===== config.mk =====
export PLATFORM = sky130hd
export DESIGN_NAME = mult_seq
export DESIGN_NICKNAME = d
export VERILOG_FILES = /design/src/rtl/mult_seq.sv
export SDC_FILE = /design/constraint.sdc
export NUM_CORES = 1
export LEC_CHECK = 0
export BUFFER_PORTS_ARGS = -buffer_cell sky130_fd_sc_hd__clkbuf_2
export CAP_MARGIN = 20
export CORE_MARGIN = 1.5
export CORE_UTILIZATION = 55
export CTS_CLUSTER_DIAMETER = 50
export DETAILED_ROUTE_END_ITERATION = 12
export GPL_TIMING_DRIVEN = 0
export HOLD_SLACK_MARGIN = 0.12
export PLACE_DENSITY = 0.84
export SLEW_MARGIN = 10
export SYNTH_ARGS = -nofsm -noshare
export SYNTH_HDL_FRONTEND = slang
export SYNTH_SLANG_ARGS = --single-unit

===== constraint.sdc =====
create_clock -name clk -period 6.79 [get_ports clk]
set_input_delay 1.358 -clock clk [delete_from_list [all_inputs] [get_ports clk]]
set_output_delay 1.358 -clock clk [all_outputs]
set_load 0.01 [all_outputs]

===== src/rtl/mult_seq.sv =====
// Sequential shift-add multiplier for MULT/MULTU, 2*WIDTH-bit product split into hi/lo.
// Latency: res_valid rises WIDTH+1 edges after the accepting edge; accepts no closer than WIDTH+3 cycles.
// Backpressure: start_ready only in IDLE; the result is held in DONE until res_ready.
module mult_seq #(
  parameter int WIDTH = 32
) (
  input  logic             clk,
  input  logic             rst_n,
  input  logic             start_valid,
  output logic             start_ready,
  input  logic             is_signed,
  input  logic [WIDTH-1:0] op_a,
  input  logic [WIDTH-1:0] op_b,
  output logic             res_valid,
  input  logic             res_ready,
  output logic [WIDTH-1:0] hi,
  output logic [WIDTH-1:0] lo,
  output logic             busy
);

  localparam int CW = $clog2(WIDTH + 1);

  typedef enum logic [1:0] {
    S_IDLE = 2'd0,
    S_CALC = 2'd1,
    S_FIX  = 2'd2,
    S_DONE = 2'd3
  } state_t;

  state_t             r_state;
  logic [WIDTH-1:0]   r_mcand;
  logic [WIDTH-1:0]   r_mplier;
  logic [WIDTH-1:0]   r_acc;
  logic               r_neg;
  logic [CW-1:0]      r_count;
  logic [WIDTH-1:0]   r_hi;
  logic [WIDTH-1:0]   r_lo;
  logic               r_res_valid;
  logic               r_start_ready;
  logic               r_busy;

  logic [WIDTH-1:0]   w_abs_a;
  logic [WIDTH-1:0]   w_abs_b;
  logic               w_neg;
  logic [WIDTH:0]     w_sum;
  logic [2*WIDTH-1:0] w_prod;
  logic [2*WIDTH-1:0] w_prod_fix;

  // Operand magnitudes (signed mode only) and product sign. The most negative
  // value negates to itself, which is its correct magnitude read as unsigned.
  always_comb begin
    w_abs_a = op_a;
    w_abs_b = op_b;
    if (is_signed && op_a[WIDTH-1]) w_abs_a = ~op_a + 1'b1;
    if (is_signed && op_b[WIDTH-1]) w_abs_b = ~op_b + 1'b1;
    w_neg = is_signed & (op_a[WIDTH-1] ^ op_b[WIDTH-1]);
  end

  // One add per iteration with carry-out; the carry becomes the top accumulator bit after the shift.
  always_comb begin
    w_sum = {1'b0, r_acc};
    if (r_mplier[0]) w_sum = {1'b0, r_acc} + {1'b0, r_mcand};
  end

  // Final product, re-signed with a full-width two's complement when operand signs differ.
  always_comb begin
    w_prod     = {r_acc, r_mplier};
    w_prod_fix = w_prod;
    if (r_neg) w_prod_fix = ~w_prod + 1'b1;
  end

  // Control FSM with datapath registers and registered handshake outputs.
  always_ff @(posedge clk or negedge rst_n) begin
    if (!rst_n) begin
      r_state       <= S_IDLE;
      r_mcand       <= '0;
      r_mplier      <= '0;
      r_acc         <= '0;
      r_neg         <= 1'b0;
      r_count       <= '0;
      r_hi          <= '0;
      r_lo          <= '0;
      r_res_valid   <= 1'b0;
      r_start_ready <= 1'b1;
      r_busy        <= 1'b0;
    end else begin
      case (r_state)
        S_IDLE: begin
          if (start_valid) begin
            r_mcand       <= w_abs_a;
            r_mplier      <= w_abs_b;
            r_neg         <= w_neg;
            r_acc         <= '0;
            r_count       <= CW'(WIDTH - 1);
            r_start_ready <= 1'b0;
            r_busy        <= 1'b1;
            r_state       <= S_CALC;
          end
        end
        S_CALC: begin
          // Fixed iteration count: no early exit on small multipliers.
          r_acc    <= w_sum[WIDTH:1];
          r_mplier <= {w_sum[0], r_mplier[WIDTH-1:1]};
          r_count  <= r_count - 1'b1;
          if (r_count == '0) r_state <= S_FIX;
        end
        S_FIX: begin
          r_hi        <= w_prod_fix[2*WIDTH-1:WIDTH];
          r_lo        <= w_prod_fix[WIDTH-1:0];
          r_res_valid <= 1'b1;
          r_state     <= S_DONE;
        end
        S_DONE: begin
          // A start offered on this edge is not taken: start_ready is still low.
          if (res_ready) begin
            r_res_valid   <= 1'b0;
            r_start_ready <= 1'b1;
            r_busy        <= 1'b0;
            r_state       <= S_IDLE;
          end
        end
        default: begin
          r_state       <= S_IDLE;
          r_res_valid   <= 1'b0;
          r_start_ready <= 1'b1;
          r_busy        <= 1'b0;
        end
      endcase
    end
  end

  assign start_ready = r_start_ready;
  assign res_valid   = r_res_valid;
  assign busy        = r_busy;
  assign hi          = r_hi;
  assign lo          = r_lo;

endmodule


==> results of run 1 <==
report_power, final:
part | internal (mW) | switching (mW)
combinational | 0.640 | 1.23
clock | 0.560 | 0.446
sequential | 1.32 | 0.273
cells in the mapped netlist, types with 3 or more instances:
| master | count |
|---|---|
| mux2i_1 | 15 |
| clkbuf_1 | 66 |
| or3_1 | 17 |
| xor2_1 | 98 |
| nand2b_1 | 11 |
| nand2_1 | 144 |
| dfrtp_1 | 171 |
| a21o_1 | 9 |
| nor3_1 | 20 |
| o41ai_1 | 12 |
| nor2_1 | 139 |
| nor2b_1 | 5 |
| a21oi_1 | 143 |
| ha_1 | 41 |
| nand3_1 | 23 |
| and2_1 | 5 |
| nor3b_1 | 6 |
| nor4_1 | 11 |
| o21ai_0 | 145 |
| o21bai_1 | 4 |
| or4_4 | 3 |
| a31oi_1 | 8 |
| a22o_1 | 3 |
| o31ai_1 | 28 |
| nand4_1 | 7 |
| mux2_2 | 6 |
| or4_1 | 10 |
| buf_1 | 3 |
| o22ai_1 | 5 |
| a22oi_1 | 18 |
| inv_1 | 27 |
| o211ai_1 | 9 |
| o21ai_1 | 3 |
| a211oi_1 | 5 |
| and3_1 | 4 |
| xnor2_1 | 51 |
flip-flops by register name, summed over array words and instances (netlist names), 2 cells and up:
register  flops
hi           32
r_acc        32
r_mcand      32
r_mplier     32
r_state       2
lo           32
r_count       6
layout make-up:
| type | instances | area (um^2) | share of cell area, % |
|---|---|---|---|
| Timing Repair Buffer | 136 | 711.9 | 5.578 |
| Buffer | 69 | 259.0 | 2.029 |
| Clock buffer | 18 | 439.2 | 3.441 |
| Multi-Input combinational cell | 1043 | 6454 | 50.56 |
| Clock inverter | 14 | 157.7 | 1.235 |
| Inverter | 28 | 105.1 | 0.8234 |
| Sequential cell | 172 | 4305 | 33.73 |
| Tap cell | 265 | 331.6 | 2.598 |
worst max-delay path, cell delays in order:
cell and delay, ps:
clkbuf_2 110, or4_4 550, or3_4 360, nor4_2 570, nand2_1 230, nor3b_1 340
a21bo_1 170, nand3_1 100, o311ai_0 140
worst min path at each step:
| stage | cells past startpoint | slack, ps | end |
|---|---|---|---|
| floorplan | 2 | 460 | r_mcand[0] |
| global placement | 2 | 480 | r_mcand[21] |
| detailed placement | 2 | 480 | r_mcand[2] |
| CTS | 2 | 500 | r_mcand[2] |
| global route | 2 | 530 | r_mcand[21] |
| finish | 2 | 490 | r_mcand[4] |
kinds of logic (layout without fill, tap and decap cells):
| family | count (synthesis) | count (layout) |
|---|---|---|
| multiplexers | 21 | 21 |
| AND/OR/NAND/NOR | 416 | 416 |
| XOR/XNOR | 149 | 149 |
| buffers and inverters | 97 | 265 |
| flip-flops | 172 | 172 |
| AO/OA/AOI/OAI | 415 | 415 |
| adder cells (fa/ha/maj) | 42 | 42 |
metal layers:
| layer | wire length, um | GRT usage (%) | vias up |
|---|---|---|---|
| met5 | 0 | 0 | - |
| met4 | 1067 | 12.76 | 0 |
| met3 | 2274 | 3.994 | 81 |
| met2 | 14630 | 47.79 | 491 |
| met1 | 14120 | 43.37 | 5162 |
| li1 | - | - | 4997 |
through the flow:
step	std cells	instance area (um^2)	hold WS (ps)	setup slack [ps]
floorplan	1312	11120	456.3	3174
global placement	1712	12130	478.4	1262
detailed placement	1713	12170	476.8	2770
CTS	1745	12760	496.1	3190
global route	1745	12760	534.1	2971
finish	1745	12760	492.3	3168
==> impl_results.md, run 1 <==
* Status: finished, final reports clean
* Clock latency on the worst-skew pair at 440 ps
* Mux cell area share after synthesis at 1.957%
* Slew @ Worst Pin at 1093 ps
* Setup Fix Bufs, Post-CTS at 0
* Die Area at 21090 um^2
* Maximum achievable frequency at 0.2761 GHz
* H-tree depth at 4
* Worst setup EP type: flop
* Setup Skew at 12.46 ps
* Layout Utilization at 64.94%
* Main combinational cell family by area after synthesis: compound AO/OA/AOI/OAI gates
* Post-Syn Nets at 1423
* Layout area overhead at 14.75%
* Worst Setup SP: op_b[8]
* Mapped Cells at 1312
* Ports at 136
* CTS Root Cell: clkbuf_16
* Max-slew violations at 0
* Cell type with the largest total area after synthesis: dfrtp_1
* Fillers at 1652
* Async SR Flop Fraction at 100.0%
* First-pass GRT wire length at 52.46 mm
* Headroom to the max-slew limit at 26.46%
* CTS Hold Bufs at 0
* Die Span X at 145.2 um
* Post-synth top area share at 38.47%
* Mapped cell area at 11120 um^2
* Sequential share of the synthesized area at 38.71%
* Starting Density at 56.60%
* CP startpoint kind: input port
* Crit path to: r_mplier[31]
* Min-Delay Startpoint: r_mcand[4]
* R2R Setup Slk at 3300 ps
* Max Cap Violations at 0
* CTS Sinks at 172
* IO Port Bufs at 135
* Power Dens Cells at 350.6 nW/um^2
* Commonest cells after routing, fill and taps aside: dfrtp_1, o21ai_0, nand2_1
* Resize count post-CTS at 0
* Pleak at 5.546 nW
* Tcrit/Tclk final at 53.35%
* Count of cell types in the netlist at 65
* Final wirelength at 32.09 mm
* DRT Pass-1 Iters at 5
* Remaining global-route overflow at 0
* WP data required at 7120 ps
* # rows at 51
* Syn avg cell area at 8.478 um^2
* Setup TNS Final at 0 ps
* Synth Area in XOR/XNOR at 11.73%
* Min cycle time layout at 3622 ps
* Area contributors post-synth: dfrtp_1, xor2_1, o21ai_0, a21oi_1, nand2_1
* DR vias at 10730
* Core Footprint at 19650 um^2
* Hold violation total from the final report at 0
* Layout cells sized above 1 at 12.77%
* Seq cells post-synth at 172
* Synth Area in Compound Gates at 22.10%
* Pwr Total at 4.475 mW
* Hpwl dp at 24.04 mm
* Top_reg_cell synth: dfrtp_1
* Die Height at 145.2 um
* CTS tree: built
* Number of global-route vias before repair at 10200
* Commonest non-fill, non-tap cell in the layout: dfrtp_1
* Worst r2r path cells at 11
* Adder-Cell Fraction of Synth Area at 4.792%
* Antenna violations before repair at 0
* Final setup vio count at 0
* Simple-Gate Fraction of Synth Area at 17.44%
* RSZ-0062 raised after global routing: false
* Initial DRC count at 1138
* DR DRC count at 0
* Largest net degree at the start of global routing at 92
* Clock transition at the registers of the reported paths at 70 ps
* Worst-path maximum fanout at 5
* R2r startpoint: r_acc[0]
* R2r endpoint: r_acc[27]
* IR Drop Worst-Case VDD at 0.1816 mV
* GRT Util Overall at 30.76%
* Diode count at 0
* Nets at 1578
* Average routed wire per standard cell at 18.39 um
* CTS Buf Count at 17
* CP Data Arrival Time at 3950 ps
* CTS max path bufs at 2
* Hold/Removal Path Class: flop to flop
* Crit Path Class: input port to flop
* Synth Warn # at 0
* RePlAce Congestion at 0.9239
* DRT antenna net count at 0
* Via/cell ratio at 6.150
* EDFF count, synth at 0
Power figures use the tool's default switching activity.
==> run 2, diff against run 1 <==
clock period = 3.4 ns   (was 6.79 ns; I/O delays follow)
==> run 2 against run 1 <==
First-iteration DRC count decreased by 0.62%; highest routed layer unchanged; wire length about the same; critical endpoint is now hi[2]; non-clock buffer count unchanged; utilization grew 0.051 points; critical path type is now flop to flop.
==> impl_results.md, run 2 (synthesis gave the netlist of run 1 again) <==
* Worst setup EP type: flop
* CTS Hold Bufs at 0
* Ports at 136
* Layout area overhead at 14.84%
* Nets at 1578
* Via/cell ratio at 6.131
* Pwr Total at 8.939 mW
* Antenna violations before repair at 0
* Pleak at 5.548 nW
* CP Data Arrival Time at 3540 ps
* H-tree depth at 4
* Maximum achievable frequency at 0.3092 GHz
* Worst-path maximum fanout at 10
* Tcrit/Tclk final at 95.12%
* Number of global-route vias before repair at 10210
* Slew @ Worst Pin at 1082 ps
* Max stage delay on crit path at 430 ps
* RePlAce Congestion at 0.9239
* DRT antenna net count at 0
* Final wirelength at 32.08 mm
* CP most frequent cell: or3_1
* WP data required at 3700 ps
* Max Cap Violations at 0
* First-pass GRT wire length at 52.52 mm
* Clock latency on the worst-skew pair at 440 ps
* Clock transition at the registers of the reported paths at 70 ps
* RSZ-0062 raised after global routing: false
* Commonest non-fill, non-tap cell in the layout: dfrtp_1
* Fillers at 1652
* Slowest cell on the critical path: or3_1
* CTS Root Cell: clkbuf_16
* DP Worst Slack at 14.92 ps
* Hold/Removal Path Class: input port to async pin
* Max-slew violations at 0
* Hold violation total from the final report at 0
* Layout cells sized above 1 at 12.91%
* Die Span X at 145.2 um
* CP startpoint kind: flop
* Initial DRC count at 1131
* IR Drop Worst-Case VDD at 0.3629 mV
* Area taken by flip-flops and latches at 4305 um^2
* Average routed wire per standard cell at 18.38 um
* CTS Sinks at 172
* Hpwl dp at 24.04 mm
* Status: finished, final reports clean
* Worst Slack Setup Final at 165.8 ps
* IO Port Bufs at 135
* Crit Path Class: flop to flop
* CTS tree: built
* CTS max path bufs at 2
* Worst path cell trace: clkbuf_1, clkinv_1, ha_1, and3b_1, nand3_2, or3_1, or3_1, o41ai_2, xor2_1, a21oi_1
* DR vias at 10700
* # rows at 51
* Diode count at 0
* Die Area at 21090 um^2
* GRT Util Overall at 30.80%
* Largest net degree at the start of global routing at 92
* Core Footprint at 19650 um^2
* Final setup vio count at 0
* Min cycle time layout at 3234 ps
* Setup Skew at 14.20 ps
* Starting Density at 56.60%
* DRT Pass-1 Iters at 5
* Headroom to the max-slew limit at 27.19%
* Commonest cells after routing, fill and taps aside: dfrtp_1, o21ai_0, nand2_1
* Area of the multi-input gates at 6464 um^2
* CTS Buf Count at 17
* Power Dens Cells at 699.8 nW/um^2
* DR DRC count at 0
* Remaining global-route overflow at 0
* Die Height at 145.2 um
==> run 2: changes by cell type in the layout (fill, tap and decap cells not counted) <==
cell / delta
o31ai_2: +1
o31ai_1: -1
a211oi_2: +1
a211oi_1: -1
==> run 2: path summary, 6_finish.rpt <==
check | depth (start not counted) | start | to | slack [ps]
max in group asynchronous | 2 | rst_n | r_acc[19] | 2230
hold reg to reg | 2 | r_mcand[4] | r_mcand[4] | 490
hold / removal | 1 | rst_n | hi[28] | 300
setup / recovery | 10 | r_mplier[0] | hi[2] | 170
min in group clk | 2 | r_mcand[4] | r_mcand[4] | 490
setup reg to reg | 10 | r_mplier[0] | hi[2] | 170
==> run 2: final cells by class <==
type | count | share of cell area, %
buffer | 69 | 2.028
clock buffer | 18 | 3.438
clock inverter | 14 | 1.234
inverter | 28 | 0.8228
multi-input combinational | 1043 | 50.60
sequential | 172 | 33.71
tap | 265 | 2.596
timing repair buffer | 136 | 5.574
==> run 2: worst max-delay path, delay by kind of cell (launching register included) <==
family	cells	cell delay (ps)
AND/OR/NAND/NOR	4	1350
buffers and inverters	2	600
flip-flops	1	360
AO/OA/AOI/OAI	2	350
adder cells (fa/ha/maj)	1	260
XOR/XNOR	1	190
==> run 2: what timing repair did <==
item / CTS / global route
setup buffers: 0 / 0
setup endpoints to repair: 1 / 2
gates resized for setup: 1 / 1
==> run 2: layer usage <==
layer  GRT usage (%)  part of all wire, %
met3           3.994                  7.4
met5               0                    0
met4           12.76                  3.4
met2           47.81                   45
met1           43.47                   44
==> run 2: power by group <==
part	switching, mW	total, mW	internal (mW)
clock	0.891	2.01	1.12
combinational	2.46	3.74	1.28
sequential	0.548	3.19	2.64
==> run 2: metrics by stage <==
stage / setup TNS, ps / util [%] / instances / hold slack (ps) / cell area (um^2)
floorplan: 0 / - / 1312 / 384.4 / 11120
global placement: -246700 / 61.72 / 1712 / 478.4 / 12130
detailed placement: 0 / 61.90 / 1713 / 476.8 / 12170
CTS: 0 / 64.97 / 1745 / 321.1 / 12770
global route: 0 / 64.99 / 1745 / 344.1 / 12770
finish: 0 / 64.99 / 1745 / 296.6 / 12770
==> run 3, diff against run 2 <==
CORE_ASPECT_RATIO = 1.5   (was unset)
SLEW_MARGIN = 30   (was 10)
clock period = 3.8 ns   (was 3.4 ns; I/O delays follow)
==> run 3 against run 2 <==
Global-route usage decreased by 0.51 points; die area is essentially flat; power down 11%; final cell count decreased by 0.23%; critical path type unchanged; highest routed layer unchanged; largest cell class unchanged.
==> impl_results.md, run 3 (synthesis gave the netlist of run 1 again) <==
* Crit Path Class: flop to flop
* DRT antenna net count at 0
* DR vias at 10580
* Worst path cell trace: ha_1, inv_1, fa_1, nand2b_1, a211oi_1, o211ai_1, and3b_1, o311a_1, o31ai_1, o41ai_1, a41o_1
* Die Span X at 119.1 um
* Number of global-route vias before repair at 10340
* Slowest cell on the critical path: dfrtp_1
* CP startpoint kind: flop
* Pleak at 5.559 nW
* Commonest cells after routing, fill and taps aside: dfrtp_1, o21ai_0, nand2_1
* Layout cells sized above 1 at 12.90%
* Placed insts at 1709
* Setup Fix Bufs, Post-CTS at 0
* Initial DRC count at 767
* Power Dens Cells at 623.3 nW/um^2
* Max Cap Violations at 0
* Hpwl dp at 24.22 mm
* CTS max path bufs at 2
* DR DRC count at 0
* Setup Skew at 8.335 ps
* IO Port Bufs at 135
* CTS Sinks at 172
* CTS Buf Count at 17
* GRT Util Overall at 30.29%
* Final wirelength at 31.84 mm
* CTS tree: built
* Die Area at 21100 um^2
* Hold/Removal Path Class: input port to async pin
* DRT Pass-1 Iters at 7
* Starting Density at 56.22%
* CTS Hold Bufs at 0
* Resize count post-CTS at 0
* Worst setup EP type: flop
* RePlAce Congestion at 0.9534
* Maximum achievable frequency at 0.2929 GHz
* First-pass GRT wire length at 50.54 mm
* Hold violation total from the final report at 0
* IR Drop Worst-Case VDD at 0.3685 mV
* Area of the multi-input gates at 6460 um^2
* Worst-path maximum fanout at 7
* CTS Root Cell: clkbuf_16
* Clock latency on the worst-skew pair at 440 ps
* DP Area at 12190 um^2
* RSZ-0062 raised after global routing: false
* Antenna violations before repair at 0
* Final setup vio count at 0
* CP Data Arrival Time at 3740 ps
* Final Non-Filler Cells at 1741
* Nets at 1579
* Largest net degree at the start of global routing at 85
* Setup TNS Final at 0 ps
* Commonest non-fill, non-tap cell in the layout: dfrtp_1
* Max-slew violations at 0
* Pwr Total at 7.975 mW
* Min cycle time layout at 3414 ps
* Fillers at 1635
* Average routed wire per standard cell at 18.29 um
* Die Height at 177.2 um
* Clock transition at the registers of the reported paths at 60 ps
* Diode count at 0
* Ports at 136
* Cell area after layout at 12790 um^2
* Area taken by flip-flops and latches at 4305 um^2
* Remaining global-route overflow at 0
* Max stage delay on crit path at 470 ps
* Tcrit/Tclk final at 89.83%
* Worst Slack Setup Final at 386.4 ps
* Headroom to the max-slew limit at 46.49%
* # rows at 63
* H-tree depth at 4
* Status: finished, final reports clean
* WP data required at 4120 ps
* Via/cell ratio at 6.076
* Slew @ Worst Pin at 802.7 ps
* DP Worst Slack at 419.6 ps
* Layout area overhead at 15.03%
* Core Footprint at 19790 um^2
## run 3: routing by layer
metal / global-route usage [%] / wire length, um / vias to the layer above
li1: - / - / 4999
met2: 53.49 / 15950 / 450
met5: 0 / 0 / -
met1: 33.95 / 11980 / 4997
met4: 20.93 / 2106 / 0
met3: 3.705 / 1813 / 132
## run 3: worst paths after layout
check	from	endpoint	slack, ps	cells after the start
hold / removal	rst_n	r_mcand[26]	180	1
setup / recovery	r_acc[0]	r_acc[27]	390	11
max in group asynchronous	rst_n	hi[1]	2960	2
min in group clk	r_mcand[5]	r_mcand[5]	500	2
hold reg to reg	r_mcand[5]	r_mcand[5]	500	2
setup reg to reg	r_acc[0]	r_acc[27]	390	11
## run 3: layout make-up
cell class | count | area share, %
multi-input combinational | 1043 | 50.49
clock inverter | 14 | 1.261
clock buffer | 18 | 3.432
inverter | 28 | 0.8214
sequential | 172 | 33.65
timing repair buffer | 137 | 5.779
buffer | 69 | 2.024
tap | 260 | 2.543
## run 3: critical path, delay by kind of cell (launching register included)
family	cells	cell delay, ps
AO/OA/AOI/OAI	6	1730
adder cells (fa/ha/maj)	2	610
flip-flops	1	470
AND/OR/NAND/NOR	2	420
buffers and inverters	1	60
## run 3: metrics by stage
| stage | hold WS [ps] | util [%] |
|---|---|---|
| 2_1_floorplan | 456.3 | - |
| 3_3_place_gp | 472.5 | 61.28 |
| 3_5_place_dp | 483.2 | 61.60 |
| 4_1_cts | 170.4 | 64.64 |
| 5_1_grt | 183.4 | 64.67 |
| 6_report | 177.6 | 64.67 |
## run 3: report_power, final
part	total [mW]	leakage, nW	internal [mW]	switching [mW]
Combinational	3.33	3.08	1.15	2.18
Sequential	2.85	2.19	2.36	0.488
Clock	1.79	0.283	1.00	0.791
